===== src/rtl/conv_pkg.sv =====
// Shared types and constants for the 3x3 convolution accumulator slice.
package conv_pkg;

  localparam int TAPS_DEF = 9;
  localparam int PROD_W   = 8;

  typedef enum logic [0:0] {
    ACCUM = 1'b0,
    HOLD  = 1'b1
  } state_t;

  function automatic int sign_pos(input int w);
    return w - 1;
  endfunction

  function automatic int max_mag(input int w);
    return (1 << (w - 1)) - 1;
  endfunction

  localparam int PROD_SIGN    = sign_pos(PROD_W);
  localparam int PROD_MAX_MAG = max_mag(PROD_W);

endpackage


===== src/rtl/sm_add_sat.sv =====
// Combinational saturating sign-magnitude adder; a zero result always carries sign 0.
module sm_add_sat
  import conv_pkg::*;
#(
  parameter int W = 12
) (
  input  logic [W-1:0] a,
  input  logic [W-1:0] b,
  output logic [W-1:0] sum,
  output logic         overflow
);

  localparam int M = sign_pos(W);

  logic [M-1:0] a_mag_s;
  logic [M-1:0] b_mag_s;
  logic [M-1:0] mag_s;
  logic [M:0]   raw_s;
  logic         sign_s;

  // magnitude add/subtract, clamp on carry-out, normalise -0 to +0
  always_comb begin
    a_mag_s  = a[M-1:0];
    b_mag_s  = b[M-1:0];
    raw_s    = '0;
    sign_s   = 1'b0;
    mag_s    = '0;
    overflow = 1'b0;
    if (a[M] == b[M]) begin
      raw_s  = {1'b0, a_mag_s} + {1'b0, b_mag_s};
      sign_s = a[M];
    end else if (a_mag_s >= b_mag_s) begin
      raw_s  = {1'b0, a_mag_s - b_mag_s};
      sign_s = a[M];
    end else begin
      raw_s  = {1'b0, b_mag_s - a_mag_s};
      sign_s = b[M];
    end
    if (raw_s[M]) begin
      overflow = 1'b1;
      mag_s    = M'(max_mag(W));
    end else begin
      mag_s    = raw_s[M-1:0];
    end
    sum = {sign_s & (|mag_s), mag_s};
  end

endmodule


===== src/rtl/conv_window_accum.sv =====
// Sums TAPS sign-magnitude tap products per window and hands the result out on valid/ready.
// Optional build macro CONV_ACC_RELU_EN: negative window results are presented as +0.
module conv_window_accum
  import conv_pkg::*;
#(
  parameter int TAPS  = TAPS_DEF,
  parameter int ACC_W = 12
) (
  input  logic             clk,
  input  logic             rst_n,
  input  logic             in_valid,
  output logic             in_ready,
  input  logic [7:0]       in_data,
  output logic             out_valid,
  input  logic             out_ready,
  output logic [ACC_W-1:0] out_data,
  output logic             out_sat
);

  localparam int CNT_W = $clog2(TAPS + 1);
  localparam int SGN   = sign_pos(ACC_W);

  state_t             state_r;
  state_t             state_s;
  logic [CNT_W-1:0]   tap_cnt_r;
  logic [ACC_W-1:0]   acc_r;
  logic [ACC_W-1:0]   ext_s;
  logic [ACC_W-1:0]   sum_s;
  logic [ACC_W-1:0]   result_s;
  logic [ACC_W-1:0]   out_data_r;
  logic               ext_sign_s;
  logic               ovf_s;
  logic               sat_r;
  logic               out_sat_r;
  logic               accept_s;
  logic               last_s;
  logic               release_s;

  // 8'h80 (-0) enters the adder as +0
  assign ext_sign_s = in_data[PROD_SIGN] & (|in_data[PROD_SIGN-1:0]);
  assign ext_s      = {ext_sign_s, {(ACC_W-PROD_W){1'b0}}, in_data[PROD_SIGN-1:0]};

  assign accept_s   = in_valid && (state_r == ACCUM);
  assign last_s     = (tap_cnt_r == CNT_W'(TAPS - 1));
  assign release_s  = (state_r == HOLD) && out_ready;

  sm_add_sat #(.W(ACC_W)) u_add (
    .a        (acc_r),
    .b        (ext_s),
    .sum      (sum_s),
    .overflow (ovf_s)
  );

`ifdef CONV_ACC_RELU_EN
  // clip negative window results to +0 on the way out
  always_comb begin
    if (sum_s[SGN]) begin
      result_s = '0;
    end else begin
      result_s = sum_s;
    end
  end
`else
  assign result_s = sum_s;
`endif

  // next-state: leave ACCUM on the last tap, leave HOLD on the handshake
  always_comb begin
    state_s = state_r;
    case (state_r)
      ACCUM: begin
        if (accept_s && last_s) begin
          state_s = HOLD;
        end else begin
          state_s = ACCUM;
        end
      end
      HOLD: begin
        if (out_ready) begin
          state_s = ACCUM;
        end else begin
          state_s = HOLD;
        end
      end
      default: state_s = ACCUM;
    endcase
  end

  // state register
  always_ff @(posedge clk or negedge rst_n) begin
    if (!rst_n) begin
      state_r <= ACCUM;
    end else begin
      state_r <= state_s;
    end
  end

  // accumulator, tap counter, sticky saturation and the held result
  always_ff @(posedge clk or negedge rst_n) begin
    if (!rst_n) begin
      acc_r      <= '0;
      tap_cnt_r  <= '0;
      sat_r      <= 1'b0;
      out_data_r <= '0;
      out_sat_r  <= 1'b0;
    end else if (accept_s) begin
      acc_r     <= sum_s;
      tap_cnt_r <= tap_cnt_r + CNT_W'(1);
      sat_r     <= sat_r | ovf_s;
      if (last_s) begin
        out_data_r <= result_s;
        out_sat_r  <= sat_r | ovf_s;
      end
    end else if (release_s) begin
      acc_r      <= '0;
      tap_cnt_r  <= '0;
      sat_r      <= 1'b0;
      out_data_r <= '0;
      out_sat_r  <= 1'b0;
    end
  end

  assign in_ready  = (state_r == ACCUM);
  assign out_valid = (state_r == HOLD);
  assign out_data  = out_data_r;
  assign out_sat   = out_sat_r;

endmodule

===== config.mk =====
export PLATFORM = sky130hd
export DESIGN_NAME = conv_window_accum
export DESIGN_NICKNAME = d
export VERILOG_FILES = /design/src/rtl/conv_pkg.sv /design/src/rtl/sm_add_sat.sv /design/src/rtl/conv_window_accum.sv
export SDC_FILE = /design/constraint.sdc
export NUM_CORES = 1
export LEC_CHECK = 0
export ABC_CLOCK_PERIOD_IN_PS = 4200
export CORE_MARGIN = 2
export CORE_UTILIZATION = 55
export CTS_CLUSTER_SIZE = 28
export DETAILED_ROUTE_END_ITERATION = 10
export PLACE_DENSITY = 0.76
export SLEW_MARGIN = 30
export SYNTH_ARGS = -nofsm -noshare
export SYNTH_HDL_FRONTEND = slang
export SYNTH_HIERARCHICAL = 1
export SYNTH_SLANG_ARGS = --single-unit

===== constraint.sdc =====
create_clock -name clk -period 4.2 [get_ports clk]
set_clock_uncertainty 0.05 [all_clocks]
set_input_delay 1.05 -clock clk [delete_from_list [all_inputs] [get_ports clk]]
set_output_delay 1.05 -clock clk [all_outputs]
set_load 0.02 [all_outputs]

Word-level counts from Yosys, hierarchy flattened:

Index checks and enable logic that the tools add are counted.

* bits in registers: 31
* input bits: 12
* output and inout bits: 15

* add/subtract/negate cells: 4
* $lt $le $gt $ge: 1
* eq/ne operators: 3
* muxes and demuxes: 19
* bitwise logic cells: 4
* reduce and logical (&&, ||, !) cells: 7

Operators with widths (number)
* $mux W12: 5
* $mux W11: 2
* $add A11 B7 Y12: 1
* $ge A11 B7 Y1: 1
* $reduce_or A11 Y1: 1
* $sub A11 B7 Y11: 1
* $sub A7 B11 Y11: 1
* $mux W1: 9
* $mux W4: 2
* $reduce_or A7 Y1: 1
* $add A4 B1 Y4 const B: 1
* $eq A4 B4 Y1 const B: 1
* $logic_and A1 B1 Y1: 3
* $and A1 B1 Y1: 2
* $ne A2 B1 Y1 const B: 1
* $pmux W1 S2: 1
* $reduce_and A2 Y1: 1
* $reduce_bool A2 Y1: 1
* $eq A1 B1 Y1: 1
* $not A1 Y1: 1
* $or A1 B1 Y1: 1

Depth between registers and ports, before layout:

Gate-level depths: netlist of the first run.

* depth in word-level cells: 9
* mapped depth: 15
* gate-level depth less buffers: 14

Cells and area by module:

The synthesis of the first run kept the hierarchy.

Modules (own cells, without submodules)
* sm_add_sat: times used 1, cells an instance 275, area an instance 1950.6 um^2, sequential area each 0.0 um^2
* conv_window_accum: times used 1, cells an instance 111, area an instance 1318.8 um^2, sequential area each 775.7 um^2

Least setup slack after synthesis of the first run:

No wires, ideal clock.

* kind: input -> register
* start: input port in_data[6]
* end: register out_data_r[11], in the netlist out_data[11]
* arrival time: 3.331 ns
* setup slack: 0.740 ns
* stages: 13
* buffers on the path: 1
* cells stage by stage: ha_1 > buf_2 > nor3_1 > o2111ai_1 > a31oi_1 > o21bai_1 > a221oi_2 > nor2_1 > a21bo_2 > a22o_1 > a21oi_1 > inv_1 > mux2i_1

* longest elaborated chain between the ends: 9
* elaborated cells on any way between the ends: 16

RTL lines
* start, declared: RTL line conv_window_accum.sv:13 `input logic [7:0] in_data,`
* parallel branches: the longest is 6 deep, another holds $sub A7 B11 Y11
* $and A1 B1 Y1 (*): RTL line sm_add_sat.sv:45 `sum = {sign_s & (|mag_s), mag_s};`
* named net result_s[11]: RTL line conv_window_accum.sv:29 `logic [ACC_W-1:0] result_s;`
* $mux W12 (*): RTL line conv_window_accum.sv:110 `if (last_s) begin`
* $mux W12 (*): RTL line conv_window_accum.sv:106 `end else if (accept_s) begin`
* end signal, assigned: RTL line conv_window_accum.sv:111 `out_data_r <= result_s;`
* end, declared: RTL line conv_window_accum.sv:30 `logic [ACC_W-1:0] out_data_r;`

Mark *: on every way through the listed nets, which the timed path passes. The select of a mux whose other input is x is not followed.
A chain may end at the register's enable or synchronous reset.

Worst setup path in the final report of the first run:

* start: input port in_data[6]
* end: register acc_r[11]

* longest elaborated chain between the ends: 8
* elaborated cells on any way between the ends: 15

RTL lines
* parallel branches: the longest is 6 deep, another holds $sub A7 B11 Y11
* $and A1 B1 Y1 (*): RTL line sm_add_sat.sv:45
* named net result_s[11]: RTL line conv_window_accum.sv:29
* $mux W12 (*): RTL line conv_window_accum.sv:106
* end signal, assigned: RTL line conv_window_accum.sv:107 `acc_r <= sum_s;`
* end, declared: RTL line conv_window_accum.sv:26 `logic [ACC_W-1:0] acc_r;`

Mark *: on every way through the listed nets, which the timed path passes.

==> flow_summary.ini, run 1 <==
[sta]
min_period_over_period_pct = 96.01
final-setup-viol-count = 0
fmax_mhz = 248.0
hold_viol = 0
rsz0062_at_grt = yes
slew_violations = 0
tightest_slew_ns = 0.8265
setup_tns_ns = 0
fin_crit_ns = 4.032
timing.slew.headroom_pct = 44.86

[placed_design]
dpl.cell_count = 530
portBuffers = 26
gp_congestion = 0.9328
dp_hpwl_um = 7566

[job]
drv_cap = 0

[setup_path]
crit_fanout = 8
end_kind = flop
rr_startpoint = acc_r[9]
cp-startpoint = in_data[6]
crit_required_ns = 4.33
cp_data_arrival_time_ns = 4.16
critPathKind = in2reg
startpoint_type = primary input

[grt]
grt_max_degree = 32
grt.overflow.total = 0
grt.total_usage_pct = 31.30
antenna_found_initial = 0
grt_pass1_vias = 3143
grt_pass1_wl_um = 15480

[detailed_routing]
post_drt_wl_per_cell_um = 17.98
drt_iter0_markers = 246
ant_nets = 0
drtPass1Iterations = 5
route.detailed.drc = 0
vias_per_cell = 5.914
drt-total-wl_um = 9671
num_vias = 3182

[floorplan]
die_area_um2 = 6577
die_w_um = 81.10
die_height_um = 81.10
core_area_um2 = 5816
num_rows = 28
num_io_pins = 27
initial_utilization_pct = 56.22

[synthesis]
synth_cells = 386
synthArstFlopShare_pct = 100.0
ys_ff_latch = 31
synth_area_um2 = 3269
avgSynthCellArea_um2 = 8.470
yosys_warnings = 6
synth_top_area_share_pct = 23.73
seq_area_frac_synth_pct = 23.73
synth_ff_type = dfrtp_1
synthDistinctLibCells = 69
synthTopCellsByArea = dfrtp_1 (24%), ha_1 (13%), inv_1 (5.5%), mux2i_1 (5.2%), nand2_1 (4.2%)
synth_top_cell_by_area = dfrtp_1
synth_edf_count = 0

[cells_and_area]
drive_above_1_share_pct = 17.93
final_common_cell = buf_4
seq_area_um2 = 775.7
layout_common_cells = buf_4 (51), inv_1 (48), nand2_1 (37)
nNetsFinal = 511
n_fill_cell = 510
area_growth_pct = 24.76
insertedDiodeCount = 0
utilization_pct = 70.14
finalNonFillerCells = 538
multi_input_area_um2 = 2243

[pwr]
power_density_nw_per_um2 = 865.0
p_total_mw = 3.528
p_leak_nw = 2.000
peakVddDrop_v = 0.0005421

[clocking]
clock_path_buffers = 2
cts.sinks = 31
clk-insertion-delay-late_ns = 0.29
htreeDepth = 2
ctsHoldBuffers = 0
postCtsSetupRepairBufs = 0
cts_tree = yes
cts_buffers = 5
clockRootBuffer = clkbuf_8
path_clk_slew_ns = 0.07

[hold_path]
worstHoldStart = sat_r
hold_path_class = reg2reg

[status]
status = finished, final reports clean
[worst max-delay path, cell delays in order]
cell	delay, ns
clkdlybuf4s50_1	0.57
ha_1	0.31
buf_4	0.18
a21oi_1	0.18
nand2b_1	0.14
o21ba_4	0.28
nor3_2	0.22
nor4_2	0.08
buf_4	0.14
o41ai_2	0.22
xnor2_1	0.15
nor4_2	0.29
a21oi_1	0.14
a22o_1	0.21
[cells in the mapped netlist, drive strengths merged, types with 4 or more instances]
library cell  number
inv               48
o2111ai            4
a21oi             16
o21bai             4
nor2b             10
nor2              25
a22o              15
clkbuf             5
o21ai             17
nand2b             4
and3               4
buf               14
xnor2              4
nor3               9
ha                34
nand4              9
nand2             38
nand3              7
a31oi              7
a21o               5
o211ai             4
dfrtp             31
mux2i             17
[worst paths after layout]
| path | endpoint | slack [ns] | depth (start not counted) |
|---|---|---|---|
| max in group asynchronous | acc_r[5] | 2.71 | 2 |
| hold / removal | sat_r | 0.46 | 1 |
| hold reg to reg | sat_r | 0.46 | 1 |
| setup reg to reg | acc_r[11] | 0.72 | 13 |
| min in group asynchronous | out_data[9] | 1.10 | 2 |
| setup / recovery | acc_r[11] | 0.17 | 14 |
[metrics by stage]
stage	cell area, um^2	hold WS, ns	setup WS, ns
2_1_floorplan	3307	0.3877	0.7401
4_1_cts	4050	0.4557	0.1954
6_report	4079	0.4574	0.1677
5_1_grt	4079	0.4807	-0.01280
3_3_place_gp	3933	0.4097	-0.05230
3_5_place_dp	3933	0.4335	-0.1008
[state kept, by name, summed over array words and instances (netlist names)]
name,cells
acc_r,12
out_data,12
out_sat,1
out_valid,1
sat_r,1
tap_cnt_r,4
[power by group]
part,internal (mW),switching [mW]
clock,0.192,0.116
combinational,1.20,1.43
sequential,0.438,0.146
[cells by family (layout without fill, tap and decap cells)]
family | after synthesis | in the layout | synth area share, %
compound gates | 106 | 106 | 24.91
xor+xnor | 6 | 6 | 1.607
fa+ha+maj | 37 | 37 | 14.85
buf+inv | 67 | 134 | 9.529
flops | 31 | 31 | 23.73
mux | 19 | 19 | 5.893
other cells | 1 | 11 | 0.1147
simple gates | 119 | 119 | 19.37
[final cells by class]
cell class                 instances  share of cell area [%]
clock inverter                     2                  0.8589
tap                               75                   2.301
clock buffer                       6                   2.025
inverter                          48                   4.417
timing repair buffer              78                   16.38
multi-input combinational        298                   55.00
sequential                        31                   19.02
[layer usage]
| metal | part of all wire [%] | track usage (%) | vias to the layer above |
|---|---|---|---|
| met4 | 3.6 | 13.73 | 0 |
| li1 | - | - | 1514 |
| met3 | 5.7 | 4.556 | 29 |
| met2 | 49 | 53.39 | 130 |
| met1 | 42 | 39.29 | 1509 |
| met5 | 0 | 0 | - |
[timing repair]
| action | CTS | global route |
|---|---|---|
| gates resized for setup | 0 | 6 |
| endpoints found under the setup margin | 0 | 2 |
| hold endpoints to repair | 0 | 0 |
Power figures use the tool's default switching activity.
==> run 2: changes to the inputs <==
--- a/config.mk
+++ b/config.mk
@@ -5,7 +5,7 @@
 export SDC_FILE = /design/constraint.sdc
 export NUM_CORES = 1
 export LEC_CHECK = 0
-export ABC_CLOCK_PERIOD_IN_PS = 4200
+export ABC_CLOCK_PERIOD_IN_PS = 4950
 export CORE_MARGIN = 2
 export CORE_UTILIZATION = 55
 export CTS_CLUSTER_SIZE = 28
==> constraint.sdc (replaced) <==
create_clock -name clk -period 4.95 [get_ports clk]
set_clock_uncertainty 0.05 [all_clocks]
set_input_delay 1.2375 -clock clk [delete_from_list [all_inputs] [get_ports clk]]
set_output_delay 1.2375 -clock clk [all_outputs]
set_load 0.02 [all_outputs]
==> run 2 against run 1 <==
Against the previous run:
- routed wire length shrank 5.4%
- die area unchanged
- critical path type unchanged
- cell count fell by 7.1%
- largest power group unchanged
- combinational power down 25%
- sequential share of layout area increased by 1.8 points
- worst hold slack got worse by 0.033 ns
- non-clock buffer count shrank 37
- register-to-register slack improved by 0.52 ns
- sequential power down 15%
==> flow_summary.ini, run 2 (same netlist as run 1, synthesis figures left out) <==
[grt]
antenna_found_initial = 0
grt_pass1_wl_um = 14810
grt.overflow.total = 0
grt.total_usage_pct = 29.28
grt_max_degree = 32
grt_pass1_vias = 2982

[placed_design]
dp_hpwl_um = 6989
dpl_cell_area_um2 = 3646
portBuffers = 26
gp_congestion = 0.9533
dpl.cell_count = 493

[floorplan]
core_area_um2 = 5816
die_height_um = 81.10
die_w_um = 81.10
initial_utilization_pct = 56.22
num_io_pins = 27
die_area_um2 = 6577
num_rows = 28

[setup_path]
crit_fanout = 9
slowest_stage = ha_1
crit_required_ns = 5.10
crit_top_cell = nor3_2
path_delay_family = simple AND/OR/NAND/NOR gates
cp_data_arrival_time_ns = 4.87
worst-path-buf-inv = 3
max_stage_delay_ns = 0.57
startpoint_type = primary input
critPathKind = in2reg
end_kind = flop
crit_chain = clkdlybuf4s50_1, ha_1, nand4_1, nor3_2, or3_1, buf_4, nor3_2, nor4_2, a221o_1, a21bo_2, a22o_1, a21oi_1, inv_1, mux2i_1

[cells_and_area]
area_growth_pct = 14.20
drive_above_1_share_pct = 10.12
final_common_cell = inv_1
insertedDiodeCount = 0
utilization_pct = 64.20
n_fill_cell = 542
layout_common_cells = inv_1 (48), nand2_1 (37), ha_1 (34)
finalNonFillerCells = 500
nNetsFinal = 474
final_area_um2 = 3734

[sta]
min_period_over_period_pct = 95.38
final-setup-viol-count = 0
fin_crit_ns = 4.721
rsz0062_at_grt = no
setup_tns_ns = 0
hold_viol = 0
fmax_mhz = 211.8
tightest_slew_ns = 0.8156
timing.slew.headroom_pct = 45.58
slew_violations = 0

[job]
drv_cap = 0

[hold_path]
hold_path_class = reg2reg

[clocking]
clk-insertion-delay-late_ns = 0.28
clockRootBuffer = clkbuf_8
ctsHoldBuffers = 0
path_clk_slew_ns = 0.06
clock_path_buffers = 2
ctsResizeCount = 0
cts_tree = yes
postCtsSetupRepairBufs = 0
cts.sinks = 31
htreeDepth = 2
cts_buffers = 5

[pwr]
power_density_nw_per_um2 = 713.7
peakVddDrop_v = 0.0003910
p_total_mw = 2.665
p_leak_nw = 1.784

[detailed_routing]
drt-total-wl_um = 9149
post_drt_wl_per_cell_um = 18.30
route.detailed.drc = 0
drtPass1Iterations = 5
drt_iter0_markers = 346
ant_nets = 0
num_vias = 3063
vias_per_cell = 6.126

[status]
status = finished, final reports clean
-- run 2: per-layer routing --
| layer | GRT usage (%) | vias to the layer above | wire, um |
|---|---|---|---|
| met5 | 0 | - | 0 |
| met4 | 14.75 | 0 | 376 |
| met3 | 3.000 | 39 | 531 |
| met2 | 48.18 | 150 | 4272 |
| met1 | 38.26 | 1433 | 3968 |
| li1 | - | 1441 | - |
-- run 2: final cells by class --
| type | count | area (um^2) | area share (%) |
|---|---|---|---|
| tap | 75 | 93.84 | 2.513 |
| timing repair buffer | 41 | 372.9 | 9.987 |
| inverter | 48 | 180.2 | 4.826 |
| clock inverter | 1 | 5.005 | 0.1340 |
| sequential | 31 | 775.7 | 20.78 |
| clock buffer | 6 | 82.58 | 2.212 |
| multi-input combinational | 298 | 2223 | 59.55 |
-- run 2: power breakdown --
group          switching [mW]  leakage [nW]  internal, mW
logic                    1.15          1.35         0.818
clock network          0.0907        0.0470         0.109
registers               0.125         0.383         0.371
-- run 2: stage by stage --
step                setup WS (ns)  hold WS [ns]
CTS                        0.3038        0.4234
detailed placement        0.04199        0.4167
finish                     0.2289        0.4245
global placement          0.05902        0.4057
floorplan                   1.303        0.3877
global route               0.1152        0.4640
-- run 2: final timing paths --
check	from	to	slack, ns	depth (start not counted)
min reg2reg	tap_cnt_r[3]	tap_cnt_r[3]	0.42	1
min in group asynchronous	rst_n	out_data[5]	1.29	2
max reg2reg	acc_r[6]	out_data[11]	1.24	14
min	tap_cnt_r[3]	tap_cnt_r[3]	0.42	1
max in group asynchronous	rst_n	out_data[2]	3.27	2
max	in_data[6]	out_data[11]	0.23	14
